===== src/rtl/core_pkg.sv =====
// Shared fetch-side definitions: the NOP encoding and the fetch FSM state type.
package core_pkg;

    localparam logic [31:0] NOP_INST = 32'h0000_0013;

    typedef enum logic {
        RUN  = 1'b0,
        HOLD = 1'b1
    } fetch_st_e;

endpackage


===== src/rtl/inst_fetch.sv =====
// Fetch stage: samples the free-running PC, drives a 1-cycle-latency ROM and owns the IF/ID
// register. Because the PC cannot stall, an ID hold is bridged by redirecting the PC back.
//
// Handshake: there is no valid/ready pair toward ID. ID asserts hold_i to keep the current
// IF/ID contents, and an instruction counts as accepted in any cycle where inst_valid_o=1 and
// hold_i=0. redirect_o is a single-cycle request with no acknowledge: the PC must load
// redirect_addr_o on the next edge.
module inst_fetch
    import core_pkg::*;
#(
    parameter int               WIDTH = 32,
    parameter logic [WIDTH-1:0] NOP   = WIDTH'(NOP_INST)
) (
    input  logic             clk,
    input  logic             rst_n,
    input  logic [WIDTH-1:0] pc_i,
    input  logic             jump_en_i,
    input  logic             hold_i,
    output logic [WIDTH-1:0] rom_addr_o,
    input  logic [WIDTH-1:0] rom_data_i,
    output logic [WIDTH-1:0] inst_o,
    output logic [WIDTH-1:0] inst_addr_o,
    output logic             inst_valid_o,
    output logic             redirect_o,
    output logic [WIDTH-1:0] redirect_addr_o,
    output logic             fsm_state
);

    fetch_st_e        state;
    fetch_st_e        state_n;
    logic [WIDTH-1:0] s1_addr;
    logic             s1_vld;
    logic [WIDTH-1:0] resume_addr;
    logic             advance;
    logic             enter_hold;
    logic             redirect;

    assign rom_addr_o      = pc_i;
    assign redirect_o      = redirect;
    assign redirect_addr_o = resume_addr;
    assign fsm_state       = state;

    always_ff @(posedge clk or negedge rst_n) begin
        if (!rst_n) begin
            state <= RUN;
        end else begin
            state <= state_n;
        end
    end

    // A jump overrides everything, including a pending hold release.
    always_comb begin
        state_n    = state;
        advance    = 1'b0;
        enter_hold = 1'b0;
        redirect   = 1'b0;
        if (jump_en_i) begin
            state_n = RUN;
        end else begin
            case (state)
                RUN: begin
                    if (hold_i) begin
                        state_n    = HOLD;
                        enter_hold = 1'b1;
                    end else begin
                        advance = 1'b1;
                    end
                end
                HOLD: begin
                    if (!hold_i) begin
                        state_n  = RUN;
                        redirect = 1'b1;
                    end
                end
                default: state_n = RUN;
            endcase
        end
    end

    always_ff @(posedge clk or negedge rst_n) begin
        if (!rst_n) begin
            s1_addr      <= '0;
            s1_vld       <= 1'b0;
            resume_addr  <= '0;
            inst_o       <= NOP;
            inst_addr_o  <= '0;
            inst_valid_o <= 1'b0;
        end else if (jump_en_i || redirect) begin
            s1_vld       <= 1'b0;
            inst_valid_o <= 1'b0;
            inst_o       <= NOP;
        end else if (advance) begin
            s1_addr      <= pc_i;
            s1_vld       <= 1'b1;
            inst_o       <= s1_vld ? rom_data_i : NOP;
            inst_addr_o  <= s1_addr;
            inst_valid_o <= s1_vld;
        end else if (enter_hold) begin
            // The oldest address not yet in IF/ID is where the PC must resume.
            resume_addr <= s1_vld ? s1_addr : pc_i;
            s1_vld      <= 1'b0;
        end
    end

endmodule


===== config.mk =====
export PLATFORM = sky130hd
export DESIGN_NAME = inst_fetch
export DESIGN_NICKNAME = d
export VERILOG_FILES = /design/src/rtl/core_pkg.sv /design/src/rtl/inst_fetch.sv
export SDC_FILE = /design/constraint.sdc
export NUM_CORES = 1
export LEC_CHECK = 0
export CAP_MARGIN = 0
export CORE_ASPECT_RATIO = 0.7
export CORE_UTILIZATION = 40
export CTS_CLUSTER_DIAMETER = 50
export DETAILED_ROUTE_END_ITERATION = 7
export HOLD_SLACK_MARGIN = 0.06
export PLACE_DENSITY = 0.76
export SYNTH_ARGS = -nofsm -noshare
export SYNTH_HDL_FRONTEND = slang
export SYNTH_SLANG_ARGS = --single-unit

===== constraint.sdc =====
create_clock -name clk -period 1.6 [get_ports clk]
set_clock_uncertainty 0.15 [all_clocks]
set_input_delay 0.32 -clock clk [delete_from_list [all_inputs] [get_ports clk]]
set_output_delay 0.32 -clock clk [all_outputs]
set_load 0.005 [all_outputs]

== After elaboration in Yosys (flattened, before gate mapping) ==
Cells that the tools add are included.
Cells by class
  $add $sub $neg: 0
  $mul: 0
  divide/modulo/power cells: 0
  order comparisons: 0
  equality and inequality tests: 0
  shifts and indexed selects: 0
  muxes and demuxes: 18
  bitwise operators: 2
  reductions and logical operators: 5
Operators by type and width (number)
  $mux 32: 4
  $mux 1: 14
  $reduce_and 3->1: 1
  $reduce_bool 3->1: 1
  $not 1->1: 2
  $reduce_and 2->1: 1
  $reduce_bool 2->1: 1
  $logic_or 1x1->1: 1
Word-level totals
  flip-flop bits (word level): 131
  latch bits: 0
  memory bits (writable): 0
  bits in read-only memories: 0
  input port bits: 68
  logic and storage cells: 32
  memories: 0

== Longest topological paths before layout ==
Gate-level depths: netlist of the first run.
  depth after elaboration: 6
  gate-level depth with buffers: 5
  gate-level depth less buffers: 3

== Least setup slack after synthesis of the first run ==
No wires, ideal clock.
  path type: register -> register
  start: register state, in the netlist fsm_state
  end: register s1_addr[10]
  setup time: 0.125 ns
  data arrival time: 1.521 ns
  data required time: 1.325 ns
  slack: -0.196 ns
  stages on the path, launching flop included: 5
  cells stage by stage: dfrtp_1 > clkbuf_1 > nor3_4 > buf_6 > mux2_2
On the way
  cells in the longest elaborated chain, start to end: 5
  elaborated cells between the ends (all ways): 7
  classes of those cells: mux: 4; bitwise: 1; reduce/logical: 2
Ends and longest elaborated chain
  start, declared: RTL line inst_fetch.sv:29  | fetch_st_e state;
  start signal, assigned: RTL line inst_fetch.sv:47  | state <= state_n;
  $mux 1: RTL line inst_fetch.sv:60  | case (state)
  $mux 1: RTL line inst_fetch.sv:57  | if (jump_en_i) begin
  $logic_or 1x1->1: RTL line inst_fetch.sv:88  | end else if (jump_en_i || redirect) begin
  $not 1->1 (no source line)
  $reduce_and 2->1 (no source line) *
  end signal, assigned: RTL line inst_fetch.sv:93  | s1_addr <= pc_i;
  end, declared: RTL line inst_fetch.sv:31  | logic [WIDTH-1:0] s1_addr;
Mark *: on every way between the ends. The rest lies on a longest branch, timed or not.
A chain may end at the register's enable or synchronous reset.

== Final worst setup path of the first run ==
  start: register state, in the netlist fsm_state
  end: register resume_addr[24], in the netlist redirect_addr_o[24]
On the way
  cells in the longest elaborated chain, start to end: 5
  elaborated cells between the ends (all ways): 10
  classes of those cells: mux: 6; bitwise: 2; reduce/logical: 2
Ends and longest elaborated chain
  $mux 1: RTL line inst_fetch.sv:60
  $mux 1: RTL line inst_fetch.sv:57
  $logic_or 1x1->1: RTL line inst_fetch.sv:88
  $not 1->1 (no source line)
  $reduce_and 3->1 (no source line) *
  end signal, assigned: RTL line inst_fetch.sv:100  | resume_addr <= s1_vld ? s1_addr : pc_i;
  end, declared: RTL line inst_fetch.sv:33  | logic [WIDTH-1:0] resume_addr;
Marked as above.

==> reports/metrics.cfg, run 1 <==
[sta]
slew_headroom_pct = 79.1
period_minus_slack_ps = 1800
finalCritPeriodShare_pct = 113
worst_slack_ps = -202
rsz0062_at_grt = true
maxSlewViolCount = 0
max_freq_mhz = 555
setup_tns_ps = -9560
finalSetupViolCount = 122
tightestPinTransition_ps = 314
finalHoldViolCount = 0

[critical_path]
path_buf_inv = 4
max_stage_delay_ps = 410
crit_top_cell = buf_6
critPathRequiredTime_ps = 1740
arrival_ps = 1950
rrSetupSlack_ps = -200
start_kind = flip-flop
end_kind = flip-flop
path_class = flip-flop to flip-flop
crit_chain = buf_6 > buf_6 > nor3b_4 > buf_6 > buf_12 > mux2_2
crit_fanout = 8
critPathSlowestCell = dfrtp_2
cp_top_family = buffers and inverters

[grt]
grt-ovfl-total = 0
grtUsageMet2_pct = 35.7
grt.total_usage_pct = 22.1
grt_use_met3_pct = 6.87
grt_max_degree = 57
grt.busiest_layer = met2
met1_usage_pct = 28.7
grt_pass1_vias = 4212
antenna_found_initial = 0
grt_pass1_wl_um = 23600

[synthesis]
syn_inst = 355
synth_cell_types = 21
yosys-top-cells-area = dfrtp_1 (59%), mux2_2 (26%), buf_4 (4.8%), a22o_1 (4.6%), dfstp_2 (1.4%)
synthesis.area_um2 = 5470
ys_seq_area_share_pct = 60.0
synth_top_cell_area_share_pct = 58.5
syn_nets = 423
synth_warnings = 0
ys_ff_latch = 131
avgSynthCellArea_um2 = 15.4
synth.largest_area_cell = dfrtp_1

[final_layout]
nets = 674
final_cell_area_um2 = 9210
diodes = 0
final_util_pct = 69.4
syn_to_final_growth_pct = 68.2
drive_above_1_share_pct = 42.5
n_fill_cell = 941

[floorplanning]
row_count = 35
start_util_pct = 41.2
dieArea_um2 = 14200
dieHeight_um = 99.9
ioPinCount = 199
dieWidth_um = 142
core_um2 = 13300

[routing]
firstDrtPassIters = 5
wl_per_cell_um = 19.1
viasPerCell = 4.87
drt_first_iter_violations = 110
dr_total_vias = 3918
drc = 0
routed_wl_um = 15300
ant_nets = 0

[outcome]
violations = setup timing
status = complete, but fails checks

[clock_network]
clock_path_buffers = 2
worstSkewPairLatency_ps = 410
cts_tree = built
numCtsBuffers = 17
clock-sinks = 131
cts-root-buf = clkbuf_16
htree_levels = 4
clk_pin_slew_worst_paths_ps = 60

[placed_design]
postPlaceCellArea_um2 = 7770
hpwlAfterDp_um = 8680
gp_congestion = 0.717
port_buffers = 198

[hold_path]
hp-class = input port to async pin

[pwr]
p_per_area_nw_per_um2 = 1200
total_power_mw = 11.0
vdd_ir_drop_max_mv = 0.709
power.leakage_nw = 4.46

[job]
timing.max_cap.violations = 0

-- cell families after synthesis --
logic type             share of synthesized area [%]
buffers and inverters                           7.02
flip-flops                                      60.0
AND/OR/NAND/NOR                                 1.33
multiplexers                                    26.3
AO/OA/AOI/OAI                                   5.35
-- layout make-up --
type                       count  area [um^2]  area share, %
sequential                   131         3280           35.7
clock inverter                13          206           2.24
multi-input combinational    170         2170           23.6
timing repair buffer         285         2870           31.1
inverter                       1         3.75         0.0408
clock buffer                  19          443           4.81
tap                          185          231           2.51
-- worst reg2reg max path, delay by kind of cell, from the launching register on --
kind	cells	cell delay [ps]
buf+inv	4	540
flops	1	410
mux	1	350
simple gates	1	240
-- cell usage in the layout (no fill, tap or decap), types with 2 or more instances in the layout --
master and count:
dfrtp_1 126, a22o_1 29, buf_8 7, dlygate4sd2_1 127, buf_4 51, buf_2 3, clkinv_4 2, dfrtp_2 2
clkinv_2 3, clkdlybuf4s50_1 64, mux2_2 39, clkbuf_2 2, buf_16 6, clkinvlp_4 2, dfstp_2 3, clkbuf_16 22
buf_12 10, mux2_4 89, buf_6 9, bufinv_16 5, o22a_1 3
-- metal layers --
layer  part of all wire [%]  vias to the layer above
li1                       -                     1756
met1                     46                     2024
met2                     47                      124
met3                    5.9                       14
met4                   0.91                        0
met5                      0                        -
-- report_power, final --
group	switching, mW	total (mW)	internal [mW]
Clock	1.46	4.27	2.81
Combinational	0.779	2.47	1.69
Sequential	0.383	4.29	3.91
-- cell usage after synthesis --
library cell / instances
dfrtp_1: 128
mux2_2: 127
buf_4: 35
a22o_1: 29
clkbuf_1: 8
buf_6: 6
buf_2: 4
dfstp_2: 3
o22a_1: 3
a21o_1: 1
a21oi_1: 1
inv_1: 1
mux2_1: 1
nand2b_1: 1
nand3_1: 1
nor3_4: 1
nor3b_1: 1
nor3b_2: 1
nor4b_1: 1
or2_2: 1
or4b_1: 1
-- repair_timing --
action | 4_1_cts | 5_1_grt
cloned | 10 | 5
hold endpoints to repair | 131 | 0
hold buffers | 1 | 0
endpoints found under the setup margin | 248 | 129
setup buffers | 24 | 3
pin swaps | 4 | 3
resized for setup | 262 | 18
-- worst paths after layout --
kind | startpoint | endpoint | cells past startpoint
min in group clk | rom_data_i[4] | inst_o[4] | 2
max in group asynchronous | rst_n | s1_addr[2] | 3
hold reg to reg | inst_o[30] | inst_o[30] | 1
hold / removal | rst_n | inst_addr_o[29] | 2
setup reg to reg | fsm_state | redirect_addr_o[24] | 6
setup / recovery | fsm_state | redirect_addr_o[24] | 6
-- through the flow --
step / cells / hold slack [ps] / worst slack [ps]
floorplan: 355 / -126 / -141
global placement: 734 / 48.5 / -468
detailed placement: 734 / 54.4 / -505
CTS: 801 / 161 / -195
global route: 804 / 176 / -229
finish: 804 / 173 / -202
-- sequential cells by signal, indices dropped and copies added (netlist names) --
register and count:
redirect_addr_o 32, inst_o 32, s1_vld 1, fsm_state 1, s1_addr 32, inst_valid_o 1
inst_addr_o 32
(Power assumes the default switching activity.)
==> run 2, diff against run 1 <==
Settings changed: TNS_END_PERCENT from default to 50.
==> run 2 against run 1 <==
Against the previous run:
- the run still ends with setup timing left
- sequential power barely moved
- final cell count shrank 1.4%
- core utilization down 1.3 points
- critical endpoint is now s1_addr[30]
- largest power group unchanged
==> reports/metrics.cfg, run 2 (synthesis gave the netlist of run 1 again) <==
[routing]
viasPerCell = 4.79
drc = 0
dr_total_vias = 3800
drt_first_iter_violations = 147
ant_nets = 0
routed_wl_um = 14500
firstDrtPassIters = 4
wl_per_cell_um = 18.3

[clock_network]
clock-sinks = 131
clock_path_buffers = 2
numCtsBuffers = 17
htree_levels = 4
cts-root-buf = clkbuf_16
worstSkewPairLatency_ps = 400
clk_pin_slew_worst_paths_ps = 60
cts_tree = built

[critical_path]
end_kind = flip-flop
path_class = flip-flop to flip-flop
critPathRequiredTime_ps = 1730
arrival_ps = 1930
crit_fanout = 8
start_kind = flip-flop

[floorplanning]
row_count = 35
dieHeight_um = 99.9
start_util_pct = 41.2
ioPinCount = 199
dieWidth_um = 142
dieArea_um2 = 14200
core_um2 = 13300

[final_layout]
stdcell_count = 793
final_cell_area_um2 = 9030
diodes = 0
drive_above_1_share_pct = 41.3
nets = 663
most-common-layout-cells = dfrtp_1 (127), dlygate4sd2_1 (126), mux2_4 (84)
final_common_cell = dfrtp_1
final_util_pct = 68.1
syn_to_final_growth_pct = 65.0

[sta]
tightestPinTransition_ps = 377
finalCritPeriodShare_pct = 112
max_freq_mhz = 558
worst_slack_ps = -194
slew_headroom_pct = 74.9
finalSetupViolCount = 98
finalHoldViolCount = 0
period_minus_slack_ps = 1790
rsz0062_at_grt = true
maxSlewViolCount = 0

[placed_design]
gp_congestion = 0.724
placed_cells = 734
postPlaceCellArea_um2 = 7800
hpwlAfterDp_um = 8680
port_buffers = 198
dpl_worst_slack_ps = -521

[job]
timing.max_cap.violations = 0

[grt]
grt-ovfl-total = 0
antenna_found_initial = 0
grt_pass1_wl_um = 21100
grt_max_degree = 44
grt.total_usage_pct = 19.7
grt_pass1_vias = 3988

[pwr]
intPower_mw = 8.34
vdd_ir_drop_max_mv = 0.813
pwr-share-clk_pct = 38.7
p_switching_mw = 2.58
pwr-share-seq_pct = 39.2
p_per_area_nw_per_um2 = 1210
combPwrFrac_pct = 22.1
power.share.switching_pct = 23.6
power.leakage_nw = 4.37

[outcome]
status = complete, but fails checks
violations = setup timing

[hold_path]
hp-class = input port to async pin

run 2: changes by cell type in the layout (fill, tap and decap cells not counted), moves of 2 or more:
cell | previous run | this run
clkinv_2 | 3 | 1
buf_8 | 7 | 0
clkbuf_8 | 1 | 4
buf_6 | 9 | 7
mux2_2 | 39 | 44
clkbuf_2 | 2 | 0
buf_16 | 6 | 4
mux2_4 | 89 | 84
run 2: power groups by stage:
stage	clock network, mW	logic [mW]	registers (mW)
floorplan	0	0.795	4.27
global placement	0	2.19	4.28
CTS	4.30	2.06	4.24
detailed placement	0	2.25	4.32
finish	4.23	2.41	4.28
global route	4.46	2.59	4.35
run 2: layout make-up:
| type | instances | area [um^2] |
|---|---|---|
| Inverter | 1 | 3.75 |
| Fill cell | 948 | 4240 |
| Clock inverter | 11 | 174 |
| Multi-Input combinational cell | 170 | 2150 |
| Timing Repair Buffer | 274 | 2710 |
| Clock buffer | 21 | 480 |
| Tap cell | 185 | 231 |
| Sequential cell | 131 | 3280 |
run 2: layer usage:
metal | routed length, um | up-vias | GRT usage, %
met5 | 0 | - | 0
met4 | 97 | 0 | 6.20
met3 | 800 | 8 | 5.77
met2 | 6790 | 145 | 31.7
met1 | 6820 | 1910 | 25.9
li1 | - | 1737 | -
run 2: worst paths after layout:
path | slack [ps] | to | start | cells past startpoint
max | -190 | s1_addr[30] | fsm_state | 5
min | 250 | s1_addr[17] | rst_n | 2
max reg2reg | -190 | s1_addr[30] | fsm_state | 5
min reg2reg | 320 | inst_valid_o | inst_valid_o | 1
max in group asynchronous | 490 | inst_o[23] | rst_n | 3
min in group clk | 270 | s1_vld | jump_en_i | 4
run 2: through the flow:
step / total power, mW / TNS [ps] / hold WS [ps]
floorplan: 5.07 / -10640 / -126
finish: 10.9 / -12810 / 249
global placement: 6.47 / -62890 / 116
CTS: 10.6 / -10290 / 242
global route: 11.4 / -15680 / 257
detailed placement: 6.56 / -66750 / 113
run 2: worst max-delay path: stages (launching register included):
cell and delay, ps:
dfrtp_2 420, buf_6 140, nor3_4 270, buf_12 200, clkbuf_16 180, mux2_4 310
run 2: what timing repair did:
action                     CTS  global route
hold buffers                 1             0
cloned                       4             6
hold endpoints to repair   128             0
setup endpoints to repair  260           126
pin swaps                    2            11
buffers inserted            16             3
gates resized for setup    158            96
==> run 3, diff against run 2 <==
Settings changed: CELL_PAD_IN_SITES_DETAIL_PLACEMENT from default to 0, CELL_PAD_IN_SITES_GLOBAL_PLACEMENT from default to 2, CORE_UTILIZATION 40 to 27, PLACE_DENSITY 0.76 to default, PLACE_DENSITY_LB_ADDON from default to 0.1.
==> run 3 against run 2 <==
Against the previous run:
- the flow still finishes with violations (setup timing)
- die area is 47% higher
- worst setup slack improved by 100 ps
- count of clock-buffer cells in the layout shrank 1
- critical path type unchanged
- routed wire length increased by 2.0%
- register-to-register slack better by 100 ps
- final cell count rose by 11%
- global-route usage is 5.3 points lower
- critical path depth grew 1
- sequential power about the same
- power is essentially flat
- largest cell class unchanged
- clock power rose by 2%
==> reports/metrics.cfg, run 3 (synthesis gave the netlist of run 1 again) <==
[clock_network]
htree_levels = 4
worstSkewPairLatency_ps = 410
clk_pin_slew_worst_paths_ps = 60
clock-sinks = 131
clock_path_buffers = 2
cts_tree = built
numCtsBuffers = 17
cts-root-buf = clkbuf_16

[critical_path]
critPathSlowestCell = dfrtp_1
critPathRequiredTime_ps = 1750
arrival_ps = 1840
crit_fanout = 5
end_kind = flip-flop
path_class = flip-flop to flip-flop
start_kind = flip-flop
max_stage_delay_ps = 400
crit_chain = buf_6 > nor3_4 > buf_6 > buf_8 > clkbuf_16 > mux2_4
crit_top_cell = buf_6

[floorplanning]
dieHeight_um = 121
dieWidth_um = 172
ioPinCount = 199
start_util_pct = 27.6
dieArea_um2 = 20900
row_count = 43
core_um2 = 19900

[routing]
firstDrtPassIters = 4
ant_nets = 0
viasPerCell = 4.35
wl_per_cell_um = 16.8
drc = 0
drt_first_iter_violations = 90
routed_wl_um = 14800
dr_total_vias = 3827

[final_layout]
most-common-layout-cells = dfrtp_1 (127), dlygate4sd2_1 (120), mux2_4 (71)
stdcell_count = 880
nets = 664
final_common_cell = dfrtp_1
drive_above_1_share_pct = 41.1
syn_to_final_growth_pct = 66.2

[grt]
antenna_found_initial = 1
grt-ovfl-total = 0
grt_pass1_vias = 4088
grt.total_usage_pct = 14.4
grt_max_degree = 38
grt_pass1_wl_um = 22500

[outcome]
status = complete, but fails checks
violations = setup timing

[sta]
slew_headroom_pct = 72.7
setup_tns_ps = -5830
rsz0062_at_grt = true
period_minus_slack_ps = 1690
max_freq_mhz = 591
finalCritPeriodShare_pct = 106
finalHoldViolCount = 0
finalSetupViolCount = 98
tightestPinTransition_ps = 409
worst_slack_ps = -92.9
maxSlewViolCount = 0

[placed_design]
gp_congestion = 0.692
dpl_worst_slack_ps = -589
port_buffers = 198
placed_cells = 828
hpwlAfterDp_um = 9260

[pwr]
p_per_area_nw_per_um2 = 1200
vdd_ir_drop_max_mv = 0.500
power.leakage_nw = 4.31

[hold_path]
hp-class = input port to flip-flop

[job]
timing.max_cap.violations = 0

-- run 3: cell count changes in the layout (fill, tap and decap cells not counted), moves of 2 or more --
cell	delta
mux2_2	+13
mux2_4	-13
clkdlybuf4s15_1	+6
dlygate4sd2_1	-6
clkbuf_8	-3
buf_6	+2
clkbuf_1	+2
clkinv_4	+2
-- run 3: routing by layer --
metal | GRT usage [%] | wire length, um | up-vias | part of all wire, %
met5 | 0 | 0 | - | 0
met4 | 4.37 | 171 | 0 | 1.2
met3 | 6.52 | 1340 | 13 | 9.0
met2 | 21.0 | 6560 | 134 | 44
met1 | 19.1 | 6730 | 1940 | 45
li1 | - | - | 1740 | -
-- run 3: final cells by class --
cell class,instances,area (um^2)
multi-input combinational,170,2100
timing repair buffer,275,2710
fill,1806,10800
clock buffer,20,447
tap,270,338
clock inverter,12,205
sequential,131,3280
inverter,1,3.75
antenna,1,2.50
-- run 3: worst paths after layout --
check	depth (start not counted)	slack, ps	endpoint	from
max	6	-90	inst_addr_o[2]	fsm_state
min	3	120	s1_vld	jump_en_i
max reg2reg	6	-90	inst_addr_o[2]	fsm_state
min reg2reg	1	320	inst_valid_o	inst_valid_o
max in group asynchronous	3	480	inst_o[10]	rst_n
min in group asynchronous	2	250	inst_addr_o[13]	rst_n
-- run 3: stage by stage --
stage | total power [mW] | hold slack, ps | cell area (um^2) | utilization, %
4_1_cts | 11.0 | 250 | 8860 | 44.6
5_1_grt | 11.5 | 113 | 9090 | 45.8
6_report | 10.9 | 119 | 9090 | 45.8
3_5_place_dp | 6.62 | 114 | 8000 | 40.3
2_1_floorplan | 5.07 | -126 | 5480 | -
3_3_place_gp | 6.56 | 117 | 8000 | 40.3
-- run 3: critical path, delay by kind of cell (launching register included) --
family / cells / cell delay (ps)
buffers and inverters: 4 / 600
DFF: 1 / 400
muxes: 1 / 290
and+or+nand+nor: 1 / 120
-- run 3: timing repair --
item                                    in CTS  in global routing
pin swaps                                    8                 13
hold buffers                                 1                  0
endpoints found under the setup margin     260                138
resized for setup                          209                 31
setup buffers                                6                  5
hold endpoints to repair                   117                  0
cloned                                       3                  4
-- run 3: power breakdown --
part	internal, mW	switching, mW
clock	2.81	1.50
sequential	3.91	0.350
combinational	1.60	0.752
